--- config.mk ---
export PLATFORM = sky130hd
export DESIGN_NAME = wav_frame_reader
export DESIGN_NICKNAME = d
export VERILOG_FILES = /design/src/rtl/wav_frame_reader.sv
export SDC_FILE = /design/constraint.sdc
export NUM_CORES = 1
export LEC_CHECK = 0
export ABC_AREA = 1
export ABC_CLOCK_PERIOD_IN_PS = 5200
export CORE_MARGIN = 2
export CORE_UTILIZATION = 31
export CTS_BUF_LIST = sky130_fd_sc_hd__clkbuf_8
export DETAILED_ROUTE_END_ITERATION = 8
export SYNTH_ARGS = -nofsm -noshare
export SYNTH_HDL_FRONTEND = slang
export SYNTH_SLANG_ARGS = --single-unit
export TNS_END_PERCENT = 1
--- constraint.sdc ---
create_clock -name clk -period 5.2 [get_ports clk]
set_clock_uncertainty 0.05 [all_clocks]
set_input_delay 1.04 -clock clk [delete_from_list [all_inputs] [get_ports clk]]
set_output_delay 1.04 -clock clk [all_outputs]
set_load 0.005 [all_outputs]
--- src/rtl/wav_frame_reader.sv ---
// wav_frame_reader: streams overlapping frames of samples out of a sample BRAM.
// Optional pre-emphasis filter is built only when WAV_READER_PREEMPH_EN is defined.
module wav_frame_reader #(
  parameter int DWIDTH    = 30,
  parameter int AWIDTH    = 9,
  parameter int WORDS     = 400,
  parameter int FRAME_LEN = 200,
  parameter int HOP       = 80
) (
  input  logic              clk,
  input  logic              rst,
  input  logic              start,
  output logic              busy,
  output logic              done,
  output logic [AWIDTH-1:0] bram_addr,
  output logic              bram_write,
  input  logic [DWIDTH-1:0] bram_rdata,
  output logic [DWIDTH-1:0] out_data,
  output logic              out_valid,
  input  logic              out_ready,
  output logic              out_first,
  output logic              out_last,
  output logic [7:0]        frame_idx
);

  localparam int NF    = (WORDS - FRAME_LEN) / HOP + 1;
  localparam int DEPTH = 4;

  localparam logic [AWIDTH-1:0] LAST_OFF = AWIDTH'(FRAME_LEN - 1);
  localparam logic [AWIDTH-1:0] HOP_A    = AWIDTH'(HOP);
  localparam logic [AWIDTH-1:0] ONE_A    = AWIDTH'(1);
  localparam logic [7:0]        LAST_F   = 8'(NF - 1);

  typedef enum logic [1:0] {
    S_IDLE,
    S_RUN,
    S_DRAIN,
    S_DONE
  } state_t;

  state_t state_q, state_d;

  logic [AWIDTH-1:0] addr_q, addr_d;
  logic [AWIDTH-1:0] fstart_q, fstart_d;
  logic [AWIDTH-1:0] off_q, off_d;
  logic [7:0]        fcnt_q, fcnt_d;

  logic [AWIDTH-1:0] bram_addr_q;
  logic              av_q, a_first_q, a_last_q;
  logic [7:0]        a_fidx_q;
  logic              dv_q, d_first_q, d_last_q;
  logic [7:0]        d_fidx_q;

  logic [DWIDTH-1:0] b_data_q [DEPTH];
  logic              b_first_q [DEPTH];
  logic              b_last_q [DEPTH];
  logic [7:0]        b_fidx_q [DEPTH];
  logic [1:0]        wr_q, rd_q;
  logic [2:0]        cnt_q;

  logic              vld, pop, can_go, credit_ok, issue;
  logic              at_lo, at_lf, issue_last;
  logic [3:0]        occ;
  logic [DWIDTH-1:0] push_data;

  assign vld        = (cnt_q != 3'd0);
  assign pop        = vld && out_ready;
  // Data already buffered or in flight must fit once this read lands.
  assign occ        = {1'b0, cnt_q} + {3'b0, av_q} + {3'b0, dv_q};
  assign credit_ok  = occ < (4'(DEPTH) + {3'b0, pop});
  assign can_go     = (state_q == S_RUN) ||
                      ((state_q == S_IDLE) && start);
  assign issue      = can_go && credit_ok;
  assign at_lo      = (off_q == LAST_OFF);
  assign at_lf      = (fcnt_q == LAST_F);
  assign issue_last = issue && at_lo && at_lf;

  assign bram_addr  = bram_addr_q;
  assign bram_write = 1'b0;

  // State register.
  always_ff @(posedge clk) begin
    if (rst) state_q <= S_IDLE;
    else     state_q <= state_d;
  end

  // Next-state logic.
  always_comb begin
    state_d = state_q;
    unique case (state_q)
      S_IDLE:  if (start) state_d = issue_last ? S_DRAIN : S_RUN;
      S_RUN:   if (issue_last) state_d = S_DRAIN;
      S_DRAIN: if (!av_q && !dv_q && !vld) state_d = S_DONE;
      S_DONE:  state_d = S_IDLE;
      default: state_d = S_IDLE;
    endcase
  end

  // Status outputs decoded from the state register.
  always_comb begin
    busy = 1'b0;
    done = 1'b0;
    unique case (state_q)
      S_RUN, S_DRAIN: busy = 1'b1;
      S_DONE:         done = 1'b1;
      default:        ;
    endcase
  end

  // Address generator: ascending within a frame, jump to next frame start.
  always_comb begin
    addr_d   = addr_q;
    fstart_d = fstart_q;
    off_d    = off_q;
    fcnt_d   = fcnt_q;
    if (state_q == S_DONE) begin
      addr_d   = '0;
      fstart_d = '0;
      off_d    = '0;
      fcnt_d   = '0;
    end else if (issue) begin
      if (at_lo) begin
        fstart_d = fstart_q + HOP_A;
        addr_d   = fstart_q + HOP_A;
        off_d    = '0;
        fcnt_d   = fcnt_q + 8'd1;
      end else begin
        addr_d = addr_q + ONE_A;
        off_d  = off_q + ONE_A;
      end
    end
  end

  // Address generator registers.
  always_ff @(posedge clk) begin
    if (rst) begin
      addr_q   <= '0;
      fstart_q <= '0;
      off_q    <= '0;
      fcnt_q   <= '0;
    end else begin
      addr_q   <= addr_d;
      fstart_q <= fstart_d;
      off_q    <= off_d;
      fcnt_q   <= fcnt_d;
    end
  end

  // Read pipeline: address stage, then data-valid stage with frame tags.
  always_ff @(posedge clk) begin
    if (rst) begin
      bram_addr_q <= '0;
      av_q        <= 1'b0;
      a_first_q   <= 1'b0;
      a_last_q    <= 1'b0;
      a_fidx_q    <= '0;
      dv_q        <= 1'b0;
      d_first_q   <= 1'b0;
      d_last_q    <= 1'b0;
      d_fidx_q    <= '0;
    end else begin
      av_q <= issue;
      if (issue) begin
        bram_addr_q <= addr_q;
        a_first_q   <= (off_q == '0);
        a_last_q    <= at_lo;
        a_fidx_q    <= fcnt_q;
      end
      dv_q      <= av_q;
      d_first_q <= a_first_q;
      d_last_q  <= a_last_q;
      d_fidx_q  <= a_fidx_q;
    end
  end

`ifdef WAV_READER_PREEMPH_EN
  localparam logic signed [DWIDTH+1:0] Y_MAX =
    {3'b000, {(DWIDTH-1){1'b1}}};
  localparam logic signed [DWIDTH+1:0] Y_MIN =
    {3'b111, {(DWIDTH-1){1'b0}}};

  logic [DWIDTH-1:0]        hist_q;
  logic signed [DWIDTH+1:0] x_e, h_e, y_e;

  // y = x - h + h/32 with history cleared at each frame start, saturated.
  always_comb begin
    x_e = {{2{bram_rdata[DWIDTH-1]}}, bram_rdata};
    h_e = d_first_q ? '0 : {{2{hist_q[DWIDTH-1]}}, hist_q};
    y_e = x_e - h_e + (h_e >>> 5);
    if (y_e > Y_MAX)      push_data = Y_MAX[DWIDTH-1:0];
    else if (y_e < Y_MIN) push_data = Y_MIN[DWIDTH-1:0];
    else                  push_data = y_e[DWIDTH-1:0];
  end

  // History holds the previous raw sample entering the buffer.
  always_ff @(posedge clk) begin
    if (rst)       hist_q <= '0;
    else if (dv_q) hist_q <= bram_rdata;
  end
`else
  assign push_data = bram_rdata;
`endif

  // Skid buffer pointers and occupancy.
  always_ff @(posedge clk) begin
    if (rst) begin
      wr_q  <= '0;
      rd_q  <= '0;
      cnt_q <= '0;
    end else begin
      if (dv_q) wr_q <= wr_q + 2'd1;
      if (pop)  rd_q <= rd_q + 2'd1;
      cnt_q <= cnt_q + {2'b0, dv_q} - {2'b0, pop};
    end
  end

  // Skid buffer storage; content is only observed while counted valid.
  always_ff @(posedge clk) begin
    if (dv_q) begin
      b_data_q[wr_q]  <= push_data;
      b_first_q[wr_q] <= d_first_q;
      b_last_q[wr_q]  <= d_last_q;
      b_fidx_q[wr_q]  <= d_fidx_q;
    end
  end

  assign out_valid = vld;
  assign out_data  = vld ? b_data_q[rd_q] : '0;
  assign out_first = vld && b_first_q[rd_q];
  assign out_last  = vld && b_last_q[rd_q];
  assign frame_idx = vld ? b_fidx_q[rd_q] : 8'd0;

endmodule

==> metrics.md, run 1 <==
| Metric | Value |
|---|---|
| CP peak stage delay | `620 ps` |
| CP required | `4110 ps` |
| Ys Warns | `0` |
| Pins Over Slew Limit | `0` |
| Hold Fails Final Rpt | `0` |
| #FFs+latches synth | `233` |
| Cells along the critical path | `inv_2, buf_4, o21ai_0, a21oi_1, clkdlybuf4s50_1` |
| CTS Buf Count | `38` |
| Synth Area in Simple Gates | `15.3%` |
| Synth Flop Type | `edfxtp_1` |
| First-pass GRT wire length | `32,500 µm` |
| Adder-Cell Fraction of Synth Area | `2.74%` |
| Final setup margin | `1320 ps` |
| Ports | `87` |
| H-tree level count | `2` |
| Worst-Skew Late Latency | `530 ps` |
| Post-CTS sizing | `0` |
| Compound-Gate Fraction of Synth Area | `10.7%` |
| Final setup violation count | `0` |
| Hold path endpoint | `d_fidx_q[4]$_SDFF_PP0_` |
| Synth cell types | `47` |
| CP top delay family | `buffers and inverters` |
| Synth top area cells | `edfxtp_1, dfxtp_1, nor2_1` |
| DP Wirelength | `12,400 µm` |
| Setup crit start kind | `register` |
| Minimum clock period | `3880 ps` |
| Hold Slack | `368 ps` |
| Cell taking the most area after synthesis | `edfxtp_1` |
| Fill count | `2,970` |
| Final #Nets | `1,047` |
| Gr busiest metal | `met2` |
| Hold_buf cts | `0` |
| Max clock buf depth | `3` |
| Grt total ovfl | `0` |
| Met1 Usage GRT | `15.9%` |
| Max-cap viol count | `0` |
| Rows | `64` |
| Number of setup buffers added after CTS | `0` |
| Clock-pin slew on the worst setup and hold paths | `60 ps` |
| Gpl congestion | `0.775` |
| PortBufs | `85` |
| Clock sink count | `233` |
| R2R depth | `12` |
| Post-synth top area share | `49.7%` |
| Core Area | `30,700 µm²` |
| Fin crit share | `74.7%` |
| Post-synthesis sequential area ratio | `64.8%` |
| CTS tree | `yes` |
| Worst Tran Pin Value | `880 ps` |
| Initial antenna violation count | `0` |
| Worst Hold Class | `reg2reg` |
| Syn Area/Cell | `10.8 µm²` |
| Arr. time, crit path | `2790 ps` |
| Most common cell in the netlist | `nor2_1` |
| CP max FO | `56` |
| GR Util met3 | `2.83%` |
| Setup Total Neg Slack | `0 ps` |
| Mapped Area | `9680 µm²` |
| Starting Density | `31.5%` |
| Multi-input gate area | `2900 µm²` |
| Die Area | `32,600 µm²` |
| R2r setup slk | `2510 ps` |
| Area occupied by registers | `6270 µm²` |
| Initial drt markers | `358` |
| Cell Pwr Density | `471 nW/µm²` |
| R2r endpoint | `fstart_q[8]$_SDFFE_PP0P_` |
| XOR/XNOR Fraction of Synth Area | `1.18%` |
| Max-slew headroom | `41.3%` |
| Chip height | `181 µm` |
| DP Worst Slack | `1850 ps` |
| Hold Crit Start | `a_fidx_q[4]$_SDFFE_PP0P_` |
| Pre-antenna DRT Iters | `5` |
| P&R area growth vs syn | `19.3%` |
| CP bufs+invs | `3` |
| Post-synth EDFFs | `160` |
| Via density | `4.52` |
| Slowest-stage cell, CP | `inv_2` |
| Commonest cells post-synth | `nor2_1, edfxtp_1, o21ai_0` |
| Max IR drop VDD | `0.000258 V` |
| Leak Pwr | `4.20 nW` |
| WHS Path Cells | `2` |
| Fraction of synthesized area in multiplexers | `0%` |
| Largest net degree at the start of global routing | `81` |
| CP Class | `reg2out` |
| Share of layout cells above drive strength 1 | `10.3%` |
| Synth Instances | `898` |
| WL final | `20,500 µm` |
| Syn Nets | `952` |
| Chip width | `181 µm` |
| Post-DRT Antenna Nets | `0` |
| DRC viols | `0` |
| Routing usage on met2 | `20.3%` |
| Via count | `6,411` |
| Root Driver | `clkbuf_8` |
| Vias in the first global route | `6,257` |
| Fmax | `258 MHz` |
| Layout Utilization | `37.6%` |
| Wire per inst | `14.4 µm` |
| Status | `complete, no violations` |
| GRT Total Usage | `12.3%` |
| R2R Path Start | `dv_q$_SDFF_PP0_` |
| Crit path capture type | `primary output` |
| Ant diodes | `0` |
| Post-synthesis async set-or-reset flop share | `0%` |
| Largest family of logic cells by synthesized area | `simple AND/OR/NAND/NOR gates` |
| RSZ-0062 raised after global routing | `false` |
[sequential cells by signal, indices dropped and copies added (netlist names), named ones only]
register / flops
a_fidx_q: 8
a_first_q: 1
a_last_q: 1
addr_q: 9
av_q: 1
b_data_q: 120
b_fidx_q: 32
b_first_q: 4
b_last_q: 4
bram_addr: 9
cnt_q: 3
d_fidx_q: 8
d_first_q: 1
d_last_q: 1
dv_q: 1
fcnt_q: 8
fstart_q: 5
off_q: 9
rd_q: 2
state_q: 2
wr_q: 2
[tightest hold or removal path: stages, from the launching register on]
cell     delay, ps
dfxtp_1        300
inv_1           40
nor2_1          50
[worst max path at each step]
stage | to | slack, ps | cells past startpoint
CTS | out_data[28] | 1290 | 5
detailed placement | out_data[28] | 1850 | 5
global route | out_data[28] | 1110 | 5
floorplan | cnt_q[2]$_SDFF_PP0_ | 2840 | 9
global placement | frame_idx[0] | 1870 | 5
finish | out_data[28] | 1320 | 5
[layout by cell type (no fill, tap or decap), drive strengths merged]
cell type / synthesis / layout
clkbuf: 25 / 39
o21ai: 105 / 105
fa: 2 / 2
nor3: 5 / 5
nand4: 7 / 7
o211ai: 1 / 1
ha: 18 / 18
o22ai: 9 / 9
a31oi: 4 / 4
clkinv: 0 / 16
or2: 2 / 2
a22o: 1 / 1
nand3: 11 / 11
clkinvlp: 0 / 1
a211oi: 3 / 3
nand2: 78 / 78
edfxtp: 160 / 160
nor3b: 2 / 2
xor2: 8 / 8
clkdlybuf4s50: 0 / 85
buf: 16 / 11
dfxtp: 73 / 73
nor2: 228 / 228
conb: 1 / 1
a21oi: 61 / 61
inv: 73 / 85
xnor2: 5 / 5
[per-layer routing]
metal	vias up	share of wire, %	wire length, µm
li1	3227	-	-
met1	2991	47	9530
met2	155	46	9330
met3	38	5.5	1120
met4	0	2.3	464
met5	-	0	0
[cells by family after synthesis]
group | after synthesis
AND/OR/NAND/NOR | 333
flip-flops | 233
AO/OA/AOI/OAI | 184
buffers and inverters | 114
adder cells (fa/ha/maj) | 20
XOR/XNOR | 13
other | 1
[cell type report]
class,count,share of cell area (%)
Clock inverter,29,1.07
Timing Repair Buffer,96,8.09
Clock buffer,39,4.65
Sequential cell,233,54.3
Multi-Input combinational cell,551,25.1
Inverter,73,2.48
Tap cell,396,4.29
[metrics by stage]
| step | cell area [µm²] | total power, mW | instances |
|---|---|---|---|
| 2_1_floorplan | 9680 | 3.31 | 898 |
| 3_3_place_gp | 10900 | 4.08 | 1349 |
| 3_5_place_dp | 10900 | 4.10 | 1349 |
| 4_1_cts | 11500 | 5.52 | 1417 |
| 5_1_grt | 11500 | 5.80 | 1417 |
| 6_report | 11500 | 5.44 | 1417 |
[power by group]
group	total, mW	switching, mW	internal [mW]
Combinational	1.76	1.00	0.763
Sequential	2.28	0.0890	2.19
Clock	1.40	0.696	0.699
Total	5.44	1.79	3.66
(Power assumes the default switching activity.)
==> run 2: changes to the inputs <==
--- a/config.mk
+++ b/config.mk
@@ -6,7 +6,7 @@
 export NUM_CORES = 1
 export LEC_CHECK = 0
 export ABC_AREA = 1
-export ABC_CLOCK_PERIOD_IN_PS = 5200
+export ABC_CLOCK_PERIOD_IN_PS = 3750
 export CORE_MARGIN = 2
 export CORE_UTILIZATION = 31
 export CTS_BUF_LIST = sky130_fd_sc_hd__clkbuf_8
==> constraint.sdc (replaced) <==
create_clock -name clk -period 3.75 [get_ports clk]
set_clock_uncertainty 0.05 [all_clocks]
set_input_delay 0.75 -clock clk [delete_from_list [all_inputs] [get_ports clk]]
set_output_delay 0.75 -clock clk [all_outputs]
set_load 0.005 [all_outputs]
==> metrics.md, run 2 (synthesis gave the netlist of run 1 again) <==
| Metric | Value |
|---|---|
| Status | `complete, no violations` |
| Grt total ovfl | `0` |
| Hold_buf cts | `0` |
| Via density | `4.58` |
| Non-Filler Instances | `1,420` |
| Initial drt markers | `403` |
| Switching Share | `32.6%` |
| Pre-antenna DRT Iters | `4` |
| P&R area growth vs syn | `20.4%` |
| Post-Layout Inst Area | `11,700 µm²` |
| GRT Total Usage | `12.5%` |
| Setup crit start kind | `register` |
| Biggest register | `b_data_q` |
| Number of flip-flops in the largest register | `120` |
| Crit path capture type | `primary output` |
| Arr. time, crit path | `2510 ps` |
| Max IR drop VDD | `0.000307 V` |
| WP depth | `6` |
| Fin crit share | `88.2%` |
| Post-CTS sizing | `0` |
| Fmax | `302 MHz` |
| Cell Pwr Density | `665 nW/µm²` |
| R2R depth | `12` |
| Largest regs | `b_data_q (120), b_fidx_q (32)` |
| CP max FO | `15` |
| PortBufs | `85` |
| Rows | `64` |
| Number of setup buffers added after CTS | `0` |
| Placed cells | `1,351` |
| Minimum clock period | `3310 ps` |
| Slowest-stage cell, CP | `inv_1` |
| Hold Fails Final Rpt | `0` |
| Chip height | `181 µm` |
| Initial antenna violation count | `0` |
| Share of layout cells above drive strength 1 | `10.5%` |
| Clock sink count | `233` |
| Wire per inst | `14.6 µm` |
| WL final | `20,700 µm` |
| CP required | `2950 ps` |
| Area after DPL | `10,900 µm²` |
| Power share of the sequential group | `40.9%` |
| Clock-pin slew on the worst setup and hold paths | `60 ps` |
| Max-slew headroom | `38.6%` |
| Max-cap viol count | `0` |
| Final #Nets | `1,051` |
| DP Wirelength | `12,400 µm` |
| Post-DRT Antenna Nets | `0` |
| Worst setup endpoint | `out_data[14]` |
| R2r endpoint | `addr_q[8]$_SDFFE_PP0P_` |
| Starting Density | `31.5%` |
| Pins Over Slew Limit | `0` |
| Core Area | `30,700 µm²` |
| Vias in the first global route | `6,456` |
| Max clock buf depth | `3` |
| RSZ-0062 raised after global routing | `false` |
| Hold Slack | `355 ps` |
| CP peak stage delay | `530 ps` |
| Worst-Skew Late Latency | `560 ps` |
| Largest net degree at the start of global routing | `81` |
| DRC viols | `0` |
| Worst Hold Class | `reg2reg` |
| Most frequent cells in the layout | `nor2_1, edfxtp_1, o21ai_0` |
| Setup Total Neg Slack | `0 ps` |
| Power Internal | `5.22 mW` |
| R2R Path Start | `dv_q$_SDFF_PP0_` |
| First-pass GRT wire length | `33,200 µm` |
| Cells along the critical path | `nor2_1, nand2_2, inv_1, buf_4, a21oi_1, clkdlybuf4s50_1` |
| Fill count | `3,011` |
| Root Driver | `clkbuf_8` |
| Final setup violation count | `0` |
| Leak Pwr | `4.24 nW` |
| Ports | `87` |
| Worst Tran Pin Value | `916 ps` |
| CP top delay family | `buffers and inverters` |
| Clock power share | `27.1%` |
| Comb power frac | `32.0%` |
| CP Class | `reg2out` |
| CTS tree | `yes` |
| Chip width | `181 µm` |
| R2r setup slk | `1040 ps` |
| CP bufs+invs | `3` |
| CP startpoint | `cnt_q[1]$_SDFF_PP0_` |
| Die Area | `32,600 µm²` |
| Psw | `2.53 mW` |
| Via count | `6,505` |
| H-tree level count | `2` |
| CTS Buf Count | `40` |
| Ant diodes | `0` |
| Most common cell after layout, fill and taps aside | `nor2_1` |
| Gpl congestion | `0.763` |
run 2: cell type report:
cell class	instances	area [µm²]	share of cell area [%]
clock buffers	40	551	4.73
clock inverters	29	178	1.52
inverters	73	287	2.46
multi-input cells	551	2900	24.9
flip-flops and latches	233	6270	53.8
well taps	396	495	4.25
repair buffers	98	973	8.35
run 2: per-stage QoR:
| stage | setup slack, ps | total power, mW | util, % |
|---|---|---|---|
| after global routing | 262 | 8.26 | 38.0 |
| after detailed placement | 970 | 5.73 | 35.6 |
| after global placement | 990 | 5.69 | 35.6 |
| after floorplan | 1570 | 4.58 | - |
| final | 442 | 7.75 | 38.0 |
| after CTS | 370 | 7.87 | 38.0 |
run 2: layer usage:
| layer | vias up | GRT usage (%) | routed length, µm |
|---|---|---|---|
| li1 | 3228 | - | - |
| met1 | 3081 | 16.3 | 9670 |
| met2 | 156 | 20.8 | 9470 |
| met3 | 40 | 2.69 | 1080 |
| met4 | 0 | 3.97 | 440 |
| met5 | - | 0 | 0 |
run 2: how the worst min path moves through the flow:
stage	startpoint	end	cells past startpoint
after floorplan	a_fidx_q[3]$_SDFFE_PP0P_	d_fidx_q[3]$_SDFF_PP0_	2
after global placement	a_fidx_q[2]$_SDFFE_PP0P_	d_fidx_q[2]$_SDFF_PP0_	2
after detailed placement	a_fidx_q[3]$_SDFFE_PP0P_	d_fidx_q[3]$_SDFF_PP0_	2
after CTS	a_fidx_q[5]$_SDFFE_PP0P_	d_fidx_q[5]$_SDFF_PP0_	2
after global routing	a_fidx_q[5]$_SDFFE_PP0P_	d_fidx_q[5]$_SDFF_PP0_	2
final	a_fidx_q[5]$_SDFFE_PP0P_	d_fidx_q[5]$_SDFF_PP0_	2
run 2: worst min-delay path, stage by stage, from the launching register on:
cell     delay [ps]
dfxtp_1         290
inv_1            40
nor2_1           40
run 2: power by group through the flow:
stage	Clock, mW	Sequential [mW]	Combinational, mW
6_report	2.10	3.17	2.48
5_1_grt	2.29	3.20	2.77
4_1_cts	2.18	3.17	2.53
3_5_place_dp	0	3.22	2.51
3_3_place_gp	0	3.21	2.47
2_1_floorplan	0	3.19	1.39
==> run 3: changes to the inputs <==
--- a/config.mk
+++ b/config.mk
@@ -7,6 +7,7 @@
 export LEC_CHECK = 0
 export ABC_AREA = 1
 export ABC_CLOCK_PERIOD_IN_PS = 3750
+export CAP_MARGIN = 15
 export CORE_MARGIN = 2
 export CORE_UTILIZATION = 31
 export CTS_BUF_LIST = sky130_fd_sc_hd__clkbuf_8
==> results of run 3 <==
Final layout, timing and power as in run 2 (identical DEF).
==> RTL edit, RTL diff (settings of run 1) <==
The parameter `AWIDTH` goes from 9 to 18.
--- a/src/rtl/wav_frame_reader.sv
+++ b/src/rtl/wav_frame_reader.sv
@@ -3,5 +3,5 @@
 module wav_frame_reader #(
   parameter int DWIDTH    = 30,
-  parameter int AWIDTH    = 9,
+  parameter int AWIDTH    = 18,
   parameter int WORDS     = 400,
   parameter int FRAME_LEN = 200,
Interface: changed (resized bram_addr); port bits go from 87 to 96. No check against the original RTL was run, so the function may have changed too.
==> RTL edit against run 1 <==
Sequential cell count rose by 36; core utilization increased by 0.15 points; total power is 20% higher; largest power group unchanged; routed wire length increased by 32%; cell area is 20% higher; setup slack worse by 86 ps; non-clock buffer count is 8 higher; highest routed layer unchanged; hold slack worse by 35 ps; global-route usage grew 1.7 points; area after synthesis rose by 19%.
==> RTL edit: results (changes against run 1) <==
----------------------------------------------------
[Outcome]
  Result of the run ... finished clean

[Logic synthesis]
  Cell types occupying the most area after synthesis ... edfxtp_1, dfxtp_1, nor2_1, nand2_1, o21ai_0
  Proportion of synthesized chip area in sequential cells ... 0.607 (-0.0401)
  Number of different library cells in the post-synthesis netlist ... 46 (-2.1%)
  Top cells by count, synth ... nor2_1, edfxtp_1, nand2_1
  Syn Nets ... 1263 (+33%)
  Number of instances in the synthesized netlist ... 1208 (+35%)
  Top cell type's share of synthesized area ... 0.418 (-0.0788)

[Place]
  HPWL Detailed ... 16200 um (+31%)
  # placed instances ... 1728 (+28%)
  Placement-stage worst setup slack ... 1700 ps (-154 ps)
  Quantity of I/O buffers inserted on ports ... 94 (+11%)
  RePlAce Congestion ... 0.836 (+7.8%)
  Dpl cell area ... 12900 um^2 (+18%)

[GRT]
  Number of global-route vias before repair ... 8384 (+34%)
  Wire length of the first global-routing pass ... 43200 um (+33%)

[Setup path]
  Worst path arrival time ... 2880 ps (+90 ps)
  Largest fanout of any net on the critical path ... 80 (+43%)

[Layout]
  Total Nets Final ... 1363 (+30%)
  Proportion of layout cells with a drive suffix above 1 ... 0.0825 (-0.0203)
  Number of fill cells in the layout ... 3626 (+22%)
  Non-filler instance count after layout ... 1813 (+28%)

[Routing]
  Drt wl/cell ... 14.9 um (+3.0%)
  Vias per Instance ... 4.73 (+4.4%)

[Clocking]
  Total CTS buffers ... 46 (+21%)
  Insertion delay of the later-clocked pin in the worst-skew pair ... 570 ps (+40 ps)

[Timing]
  Slew of the pin with the lowest slew margin ... 1220 ps (+344 ps)

[Power and ir drop]
  IR Drop Worst-Case VDD ... 212 uV (-18%)
  Leak pwr ... 4.99 nW (+19%)

----------------------------------------------------
RTL edit: cell types whose count changed in the layout (fill, tap and decap cells not counted), sizes merged, moves of 17 or more:
cell / before / now
inv: 85 / 120
a21oi: 61 / 92
o21ai: 105 / 125
nand2: 78 / 154
dfxtp: 73 / 109
clkbuf: 39 / 56
nor3: 5 / 23
nor2: 228 / 250
nand3: 11 / 44
RTL edit: cell families (layout without fill, tap and decap cells):
| group | count (synthesis) | after routing | share of synthesized area |
|---|---|---|---|
| XOR/XNOR | 21 | 21 | 0.0166 |
| flip-flops | 269 | 269 | 0.607 |
| other | 1 | 1 | 0.000326 |
| AO/OA/AOI/OAI | 246 | 246 | 0.113 |
| adder cells (fa/ha/maj) | 21 | 21 | 0.0242 |
| buffers and inverters | 162 | 299 | 0.0577 |
| AND/OR/NAND/NOR | 488 | 488 | 0.181 |
RTL edit: path summary, 6_finish.rpt:
check	from	depth (start not counted)	end	slack [ps]
worst max-delay path	register	4	frame_idx[1]	1230
worst max register to register	dv_q	10	addr_q[4]	2060
worst min register to register	a_last_q	2	d_last_q	330
worst min-delay path	a_last_q	2	d_last_q	330
RTL edit: report_power, final:
part           switching, mW  total [mW]  internal [mW]  leakage [nW]
Clock                  0.856        1.98           1.13         0.549
Sequential             0.119        2.63           2.51          2.34
Combinational           1.09        1.90          0.810          2.11
RTL edit: layout make-up:
cell class / instances / area, um^2 / area share
clock inverters: 29 / 211 / 0.0153
well taps: 468 / 586 / 0.0423
flip-flops and latches: 269 / 6990 / 0.505
inverters: 110 / 413 / 0.0298
repair buffers: 104 / 1020 / 0.0734
multi-input cells: 777 / 3850 / 0.278
clock buffers: 56 / 771 / 0.0557
RTL edit: worst max-delay path, stage by stage, from the launching register on:
cell and delay (ps):
dfxtp_2 320, inv_2 850, o21ai_0 220, a21oi_1 320
clkdlybuf4s50_1 570
RTL edit: routing by layer:
layer  part of all wire  track usage  vias to the layer above
li1                   -            -                     4270
met1               0.46        0.178                     4058
met2               0.47        0.240                      194
met3              0.052       0.0270                       45
met4              0.019       0.0409                        0
met5                  0            0                        -
